==> src/rtl/alu_pkg.sv <==
// Shared types for the ALU command initiator: op codes, command payload, data width.
package alu_pkg;
  localparam int DATA_W    = 8;
  // The tag field width is fixed here; the top-level TAG_W should match it.
  localparam int CMD_TAG_W = 2;

  typedef enum logic [1:0] {
    ADD    = 2'b00,
    SUB    = 2'b01,
    AND_OP = 2'b10,
    OR_OP  = 2'b11
  } alu_op_e;

  typedef struct packed {
    alu_op_e              op;
    logic [DATA_W-1:0]    a;
    logic [DATA_W-1:0]    b;
    logic                 chain;
    logic [CMD_TAG_W-1:0] tag;
  } alu_cmd_t;
endpackage

==> src/rtl/alu_cmd_fifo.sv <==
// Synchronous command FIFO; push into a full FIFO and pop from an empty one are ignored.
module alu_cmd_fifo
  import alu_pkg::*;
#(
  parameter int DEPTH = 4
) (
  input  logic                   clk,
  input  logic                   rst,
  input  logic                   push,
  input  logic                   pop,
  input  alu_cmd_t               din,
  output alu_cmd_t               head,
  output logic                   full,
  output logic                   empty,
  output logic [$clog2(DEPTH):0] count
);
  localparam int AW = $clog2(DEPTH);

  alu_cmd_t        mem [DEPTH];
  logic [AW-1:0]   wr_ptr, rd_ptr;
  logic            do_push, do_pop;

  assign full    = (count == (AW+1)'(DEPTH));
  assign empty   = (count == '0);
  assign do_push = push && !full;
  assign do_pop  = pop && !empty;
  assign head    = mem[rd_ptr];

  always_ff @(posedge clk) begin
    if (do_push) mem[wr_ptr] <= din;
  end

  always_ff @(posedge clk) begin
    if (rst) begin
      wr_ptr <= '0;
      rd_ptr <= '0;
      count  <= '0;
    end else begin
      if (do_push) wr_ptr <= wr_ptr + 1'b1;
      if (do_pop)  rd_ptr <= rd_ptr + 1'b1;
      case ({do_push, do_pop})
        2'b10:   count <= count + 1'b1;
        2'b01:   count <= count - 1'b1;
        default: count <= count;
      endcase
    end
  end
endmodule

==> src/rtl/alu_cmd_initiator.sv <==
// Buffers ALU commands, issues them one at a time to an external combinational ALU,
// and returns each registered result with its tag; chained commands reuse the last result.
module alu_cmd_initiator
  import alu_pkg::*;
#(
  parameter int DEPTH = 4,
  parameter int TAG_W = 2
) (
  input  logic              clk,
  input  logic              rst,
  input  logic              cmd_valid,
  output logic              cmd_ready,
  input  logic [1:0]        cmd_op,
  input  logic [DATA_W-1:0] cmd_a,
  input  logic [DATA_W-1:0] cmd_b,
  input  logic              cmd_chain,
  input  logic [TAG_W-1:0]  cmd_tag,
  output logic [1:0]        alu_op,
  output logic [DATA_W-1:0] alu_a,
  output logic [DATA_W-1:0] alu_b,
  input  logic [DATA_W-1:0] alu_result,
  output logic              rsp_valid,
  input  logic              rsp_ready,
  output logic [DATA_W-1:0] rsp_result,
  output logic [TAG_W-1:0]  rsp_tag
);
  typedef enum logic [1:0] {IDLE, ISSUE, RESP} state_e;

  state_e                 state;
  logic [DATA_W-1:0]      acc;
  alu_cmd_t               din, head;
  logic                   full, empty, push, pop;
  logic [$clog2(DEPTH):0] count;

  assign cmd_ready = !full;
  assign push      = cmd_valid && !full;
  assign pop       = (state == ISSUE);
  assign din       = '{op: alu_op_e'(cmd_op), a: cmd_a, b: cmd_b, chain: cmd_chain,
                       tag: CMD_TAG_W'(cmd_tag)};

  alu_cmd_fifo #(.DEPTH(DEPTH)) u_fifo (
    .clk   (clk),
    .rst   (rst),
    .push  (push),
    .pop   (pop),
    .din   (din),
    .head  (head),
    .full  (full),
    .empty (empty),
    .count (count)
  );

  // ALU operands come only from the FIFO head and acc, never from the command port.
  assign alu_op = (state == ISSUE) ? head.op : 2'b00;
  assign alu_a  = (state == ISSUE) ? (head.chain ? acc : head.a) : '0;
  assign alu_b  = (state == ISSUE) ? head.b : '0;

  always_ff @(posedge clk) begin
    if (rst) begin
      state      <= IDLE;
      acc        <= '0;
      rsp_valid  <= 1'b0;
      rsp_result <= '0;
      rsp_tag    <= '0;
    end else begin
      case (state)
        IDLE: if (!empty) state <= ISSUE;
        ISSUE: begin
          acc        <= alu_result;
          rsp_result <= alu_result;
          rsp_tag    <= TAG_W'(head.tag);
          rsp_valid  <= 1'b1;
          state      <= RESP;
        end
        RESP: if (rsp_ready) begin
          rsp_valid <= 1'b0;
          // A command pushed this very cycle counts as pending.
          state     <= ((count != '0) || push) ? ISSUE : IDLE;
        end
        default: state <= IDLE;
      endcase
    end
  end
endmodule

==> config.mk <==
export PLATFORM = sky130hd
export DESIGN_NAME = alu_cmd_initiator
export DESIGN_NICKNAME = d
export VERILOG_FILES = /design/src/rtl/alu_pkg.sv /design/src/rtl/alu_cmd_fifo.sv /design/src/rtl/alu_cmd_initiator.sv
export SDC_FILE = /design/constraint.sdc
export NUM_CORES = 1
export LEC_CHECK = 0
export CAP_MARGIN = 0
export CORE_AREA = 2 2 121 123
export CTS_CLUSTER_SIZE = 12
export DETAILED_ROUTE_END_ITERATION = 10
export DIE_AREA = 0 0 123 125
export GPL_TIMING_DRIVEN = 0
export SYNTH_ARGS = -nofsm -noshare
export SYNTH_HDL_FRONTEND = slang
export SYNTH_SLANG_ARGS = --single-unit
export TNS_END_PERCENT = 20
==> constraint.sdc <==
create_clock -name clk -period 2.3 [get_ports clk]
set_input_delay 0.23 -clock clk [delete_from_list [all_inputs] [get_ports clk]]
set_output_delay 0.23 -clock clk [all_outputs]
set_load 0.01 [all_outputs]
==> reports/metrics.yaml, run 1 <==
sta:
  clock.fmax_mhz: 423
  setup_viol: 2
  worst_pin_slew_ns: 1.26
  rsz0062_at_grt: "yes"
  finalSetupTns_ns: -0.122
  fin_skew_ns: 0.00493
  slew_headroom_pct: 16.1
  min_period_over_period_pct: 103
  holdWs_ns: 0.309
  drv_slew: 0
  hold_viol: 0
  period_needed_ns: 2.36
  worst_slack_ns: -0.0617
final_layout:
  post-route-cell-area_sq_mm: 0.00536
  final_util_pct: 37.7
  n_antenna_cell: 0
  fill_cells: 1358
  layout_common_cells: "edfxtp_1 (84), clkdlybuf4s50_1 (51), nand2_1 (22)"
  area_growth_pct: 29.3
  final_common_cell: "edfxtp_1"
  layout.cells.non_filler: 510
  nets: 360
  drive_above_1_share_pct: 13.8
placed_design:
  dp_hpwl_um: 5350
  io_buffers: 61
  place.gp.congestion: 0.680
  dp_cells: 494
  place_area_sq_mm: 0.00498
global_routing:
  overflow: 0
  antenna_found_initial: 0
  use_met1_pct: 15.2
  grtUsageMet3_pct: 2.19
  grt_pass1_vias: 2447
  top_usage_layer: "met2"
  grt_max_degree: 22
  grt_usage_pct: 11.7
  met2_usage_pct: 19.3
  grt_first_pass_wirelength_um: 13300
yosys:
  synth_warnings: 0
  synthDistinctLibCells: 29
  syn-cell-area_sq_mm: 0.00414
  yosys_most_used_dff: "edfxtp_1"
  ys_ff_latch: 106
  synth-edff-count: 84
  ys_seq_area_share_pct: 71.6
  synthesis.nets: 288
  postSynth.asyncResetShare_pct: 0
  avgSynthCellArea_sq_um: 16.6
  synth_cells: 249
floorplan:
  die_x_um: 123
  rows: 44
  io_pins: 63
  core_area_sq_mm: 0.0142
  die_h_um: 125
  start_util_pct: 29.1
  dieArea_sq_mm: 0.0154
clock_network:
  cts-root-buf: "clkbuf_16"
  clk_pin_slew_ns: 0.07
  cts_tree: "done"
  postCtsHoldBufs: 0
  numCtsBuffers: 9
  clk_path_buf_depth: 2
  cts_num_sinks: 106
  insertion_delay_ns: 0.34
  post_cts_buffers: 0
  htree_levels: 3
routing:
  drt_iter0_markers: 110
  routed_wl_um: 8420
  route.detailed.drc: 0
  wl_per_cell_um: 16.5
  dr.pass1.iters: 4
  drtAntennaViolNets: 0
  vias: 2313
  viasPerCell: 4.54
power_and_ir_drop:
  power.leakage_nw: 1.90
  powerDensity_mw_per_mm2: 947
  vdd_ir_drop_max_uv: 373
run_status:
  status: "complete, but fails checks"
  violations: "setup timing"
min_path:
  min_path_cells: 3
  hold_start: "cmd_valid"
  hold_path_end: "u_fifo.wr_ptr[1]"
  hp-class: "input pin to flip-flop"
critical_path:
  worstPathRequired_ns: 2.07
  rrSetupSlack_ns: 0.04
  worst_setup_path_start_kind: "flip-flop"
  crit_type: "flip-flop to primary output"
  cp_max_fo: 8
  worstRegToRegCells: 9
  r2r-start: "u_fifo.count[0]"
  end_kind: "primary output"
  cp.arrival_ns: 2.13
  rr_endpoint: "u_fifo.count[2]"
flow_run:
  drv_cap: 0
-- cells by family (layout without fill, tap and decap cells) --
logic type	Yosys count	in the layout	share of synthesized area, %
flip-flops	106	106	71.6
AO/OA/AOI/OAI	26	26	3.48
buffers and inverters	20	97	2.24
multiplexers	29	29	13.4
AND/OR/NAND/NOR	60	60	6.95
XOR/XNOR	2	2	0.423
adder cells (fa/ha/maj)	6	6	1.99
-- worst max-delay path by stage --
stage                      end  cells after the start
6_report              alu_a[6]                      5
2_1_floorplan  u_fifo.count[2]                      9
5_1_grt               alu_a[6]                      5
3_5_place_dp   u_fifo.count[2]                      9
4_1_cts               alu_a[3]                      5
3_3_place_gp   u_fifo.count[2]                      9
-- state kept, by name, indices dropped and copies added, names as in the netlist, named ones only --
name,flops
u_fifo.wr_ptr,2
u_fifo.rd_ptr,2
acc,8
u_fifo.count,3
state,2
u_fifo.mem,84
rsp_tag,2
rsp_valid,1
-- synth_stat cells, drive strengths merged, types with 3 or more instances --
library cell  number  area share [%]
ha                 5             1.5
o21ai              3            0.36
inv                7            0.63
a21oi             18             2.2
clkbuf             8            0.73
nand2             22             2.0
and2              10             1.5
edfxtp            84              61
buf                5            0.88
mux2i              8             1.9
nor2              13             1.2
and3               4            0.60
dfxtp             22              11
mux4              21              11
-- critical path: stages (launching register included) --
cell and delay, ns:
dfxtp_4 0.37, mux4_2 0.50, buf_6 0.17, mux2i_1 0.12
nor2_1 0.08, clkdlybuf4s50_1 0.54
-- area by class of cell --
cell class                      count  area [sq um]  share of cell area, %
Sequential cell                   106          2970                   55.4
Multi-Input combinational cell    123          1090                   20.3
Timing Repair Buffer               61           632                   11.8
Clock buffer                       12           246                   4.60
Tap cell                          184           230                   4.30
Buffer                             13          88.8                   1.66
Clock inverter                      4          76.3                   1.43
Inverter                            7          26.3                  0.491
-- report_power, final --
| group | switching, W | internal [W] | total, W | leakage, nW |
|---|---|---|---|---|
| Clock | 0.000636 | 0.000986 | 0.00162 | 0.153 |
| Combinational | 0.000556 | 0.000550 | 0.00111 | 0.796 |
| Sequential | 0.0000938 | 0.00225 | 0.00234 | 0.951 |
-- stage by stage --
stage	power (W)	setup WS, ns
floorplan	0.00299	0.174
global placement	0.00347	0.00381
detailed placement	0.00350	-0.0391
CTS	0.00514	-0.120
global route	0.00532	-0.152
finish	0.00507	-0.0617
-- repair_timing --
item                                    in CTS  in global routing
endpoints found under the setup margin      19                 19
cloned                                       0                  0
gates resized for setup                      9                 15
-- per-layer routing --
layer  up-vias  routed length (um)
li1       1082                   -
met1      1175                3760
met2        48                4300
met3         8                 276
met4         0                  90
met5         -                   0
Power figures use the tool's default switching activity.
==> inputs of run 2 (changes only) <==
clock period = 2.34 ns   (was 2.3 ns; I/O delays follow)
==> reports/metrics.yaml, run 2 (same netlist as run 1, synthesis figures left out) <==
sta:
  setup_viol: 2
  rsz0062_at_grt: "yes"
  hold_viol: 0
  slew_headroom_pct: 16.2
  period_needed_ns: 2.37
  drv_slew: 0
  fin_skew_ns: 0.00494
  clock.fmax_mhz: 423
  worst_slack_ns: -0.0264
  worst_pin_slew_ns: 1.26
  finalSetupTns_ns: -0.0509
  min_period_over_period_pct: 101
power_and_ir_drop:
  power_w: 0.00499
  p_switching_w: 0.00126
  vdd_ir_drop_max_uv: 368
  powerDensity_mw_per_mm2: 934
  power.internal_w: 0.00373
  comb_power_share_pct: 21.9
  power.leakage_nw: 1.83
  power_frac_seq_pct: 46.2
  switching_share_pct: 25.3
  p_clk_share_pct: 32.0
critical_path:
  cp_max_fo: 8
  path_cells: "mux4_2, buf_6, mux2i_1, nor2_1, clkdlybuf4s50_1"
  crit_family: "buffers and inverters"
  rr_endpoint: "u_fifo.count[2]"
  crit_type: "flip-flop to primary output"
  worstRegToRegCells: 9
  cp.arrival_ns: 2.13
  crit_slowest_cell: "clkdlybuf4s50_1"
  end_kind: "primary output"
  rrSetupSlack_ns: 0.08
  r2r-start: "u_fifo.count[0]"
  critPathBufInv: 2
  worstPathRequired_ns: 2.11
  worst_setup_path_start_kind: "flip-flop"
  slowest_delay_ns: 0.54
final_layout:
  multi_input_area_sq_mm: 0.00109
  n_antenna_cell: 0
  drive_above_1_share_pct: 13.8
  final_util_pct: 37.6
  reg_top3: "u_fifo.mem (84), acc (8), u_fifo.count (3)"
  area.sequential_sq_mm: 0.00297
  largest-register: "u_fifo.mem"
  nets: 360
  fill_cells: 1360
  largest_reg_flops: 84
  area_growth_pct: 29.1
  final_common_cell: "edfxtp_1"
  layout_common_cells: "edfxtp_1 (84), clkdlybuf4s50_1 (55), nand2_1 (22)"
clock_network:
  clk_path_buf_depth: 2
  htree_levels: 3
  numCtsBuffers: 9
  cts-root-buf: "clkbuf_16"
  clk_pin_slew_ns: 0.07
  insertion_delay_ns: 0.34
  post_cts_buffers: 0
  cts_num_sinks: 106
  cts_tree: "done"
floorplan:
  rows: 44
  die_x_um: 123
  die_h_um: 125
  core_area_sq_mm: 0.0142
  start_util_pct: 29.1
  dieArea_sq_mm: 0.0154
  io_pins: 63
min_path:
  hp-class: "input pin to flip-flop"
  hold_start: "cmd_valid"
  min_path_cells: 3
  hold_path_end: "u_fifo.wr_ptr[1]"
routing:
  dr.pass1.iters: 5
  wl_per_cell_um: 16.5
  drt_iter0_markers: 107
  drtAntennaViolNets: 0
  route.detailed.drc: 0
  viasPerCell: 4.55
  vias: 2320
  routed_wl_um: 8410
run_status:
  violations: "setup timing"
  status: "complete, but fails checks"
placed_design:
  place_ws_ns: 0.000872
  dp_hpwl_um: 5350
  io_buffers: 61
  place.gp.congestion: 0.680
global_routing:
  grt_first_pass_wirelength_um: 13300
  grt_pass1_vias: 2447
  overflow: 0
  grt_usage_pct: 11.7
  grt_max_degree: 22
  antenna_found_initial: 0
flow_run:
  drv_cap: 0
==> run 2: metrics by stage <==
| stage | instances | area, sq um | hold slack [ns] |
|---|---|---|---|
| global placement | 494 | 4980 | 0.453 |
| CTS | 510 | 5320 | 0.291 |
| global route | 510 | 5350 | 0.350 |
| floorplan | 249 | 4140 | 0.317 |
| detailed placement | 494 | 4980 | 0.458 |
| finish | 510 | 5350 | 0.312 |
==> run 2: power groups by stage <==
stage | combinational (W) | sequential (W) | clock, W
2_1_floorplan | 0.000602 | 0.00234 | 0
3_3_place_gp | 0.00108 | 0.00233 | 0
3_5_place_dp | 0.00110 | 0.00234 | 0
4_1_cts | 0.00112 | 0.00230 | 0.00163
5_1_grt | 0.00119 | 0.00233 | 0.00171
6_report | 0.00109 | 0.00230 | 0.00159
==> run 2: final cells by class <==
class | instances | area share [%]
Buffer | 13 | 1.66
Clock buffer | 12 | 4.61
Clock inverter | 4 | 1.43
Inverter | 7 | 0.492
Multi-Input combinational cell | 123 | 20.4
Sequential cell | 106 | 55.5
Tap cell | 184 | 4.31
Timing Repair Buffer | 61 | 11.6
==> run 2: worst max path at each step <==
stage / start / endpoint / slack (ns) / cells after the start
after CTS: flip-flop / alu_a[3] / -0.08 / 5
final: flip-flop / alu_a[6] / -0.03 / 5
after floorplan: u_fifo.count[0] / u_fifo.count[2] / 0.21 / 9
after global routing: flip-flop / alu_a[6] / -0.12 / 5
after global placement: state[1] / u_fifo.count[2] / 0.04 / 9
after detailed placement: state[1] / u_fifo.count[2] / 0.0009 / 9
==> run 2: worst min-delay path, stage by stage <==
cell      delay, ns
clkbuf_1       0.18
nand3_1        0.13
a21oi_1        0.05
==> run 2: routing by layer <==
metal | share of wire [%] | GRT usage, % | vias up
met4 | 1.3 | 4.61 | 0
met3 | 3.3 | 2.19 | 10
met2 | 51 | 19.3 | 49
li1 | - | - | 1082
met1 | 45 | 15.2 | 1179
met5 | 0 | 0 | -
==> run 2: timing repair <==
action,4_1_cts,5_1_grt
hold buffers,0,0
resized for setup,9,11
pin swaps,0,0
setup endpoints to repair,19,10
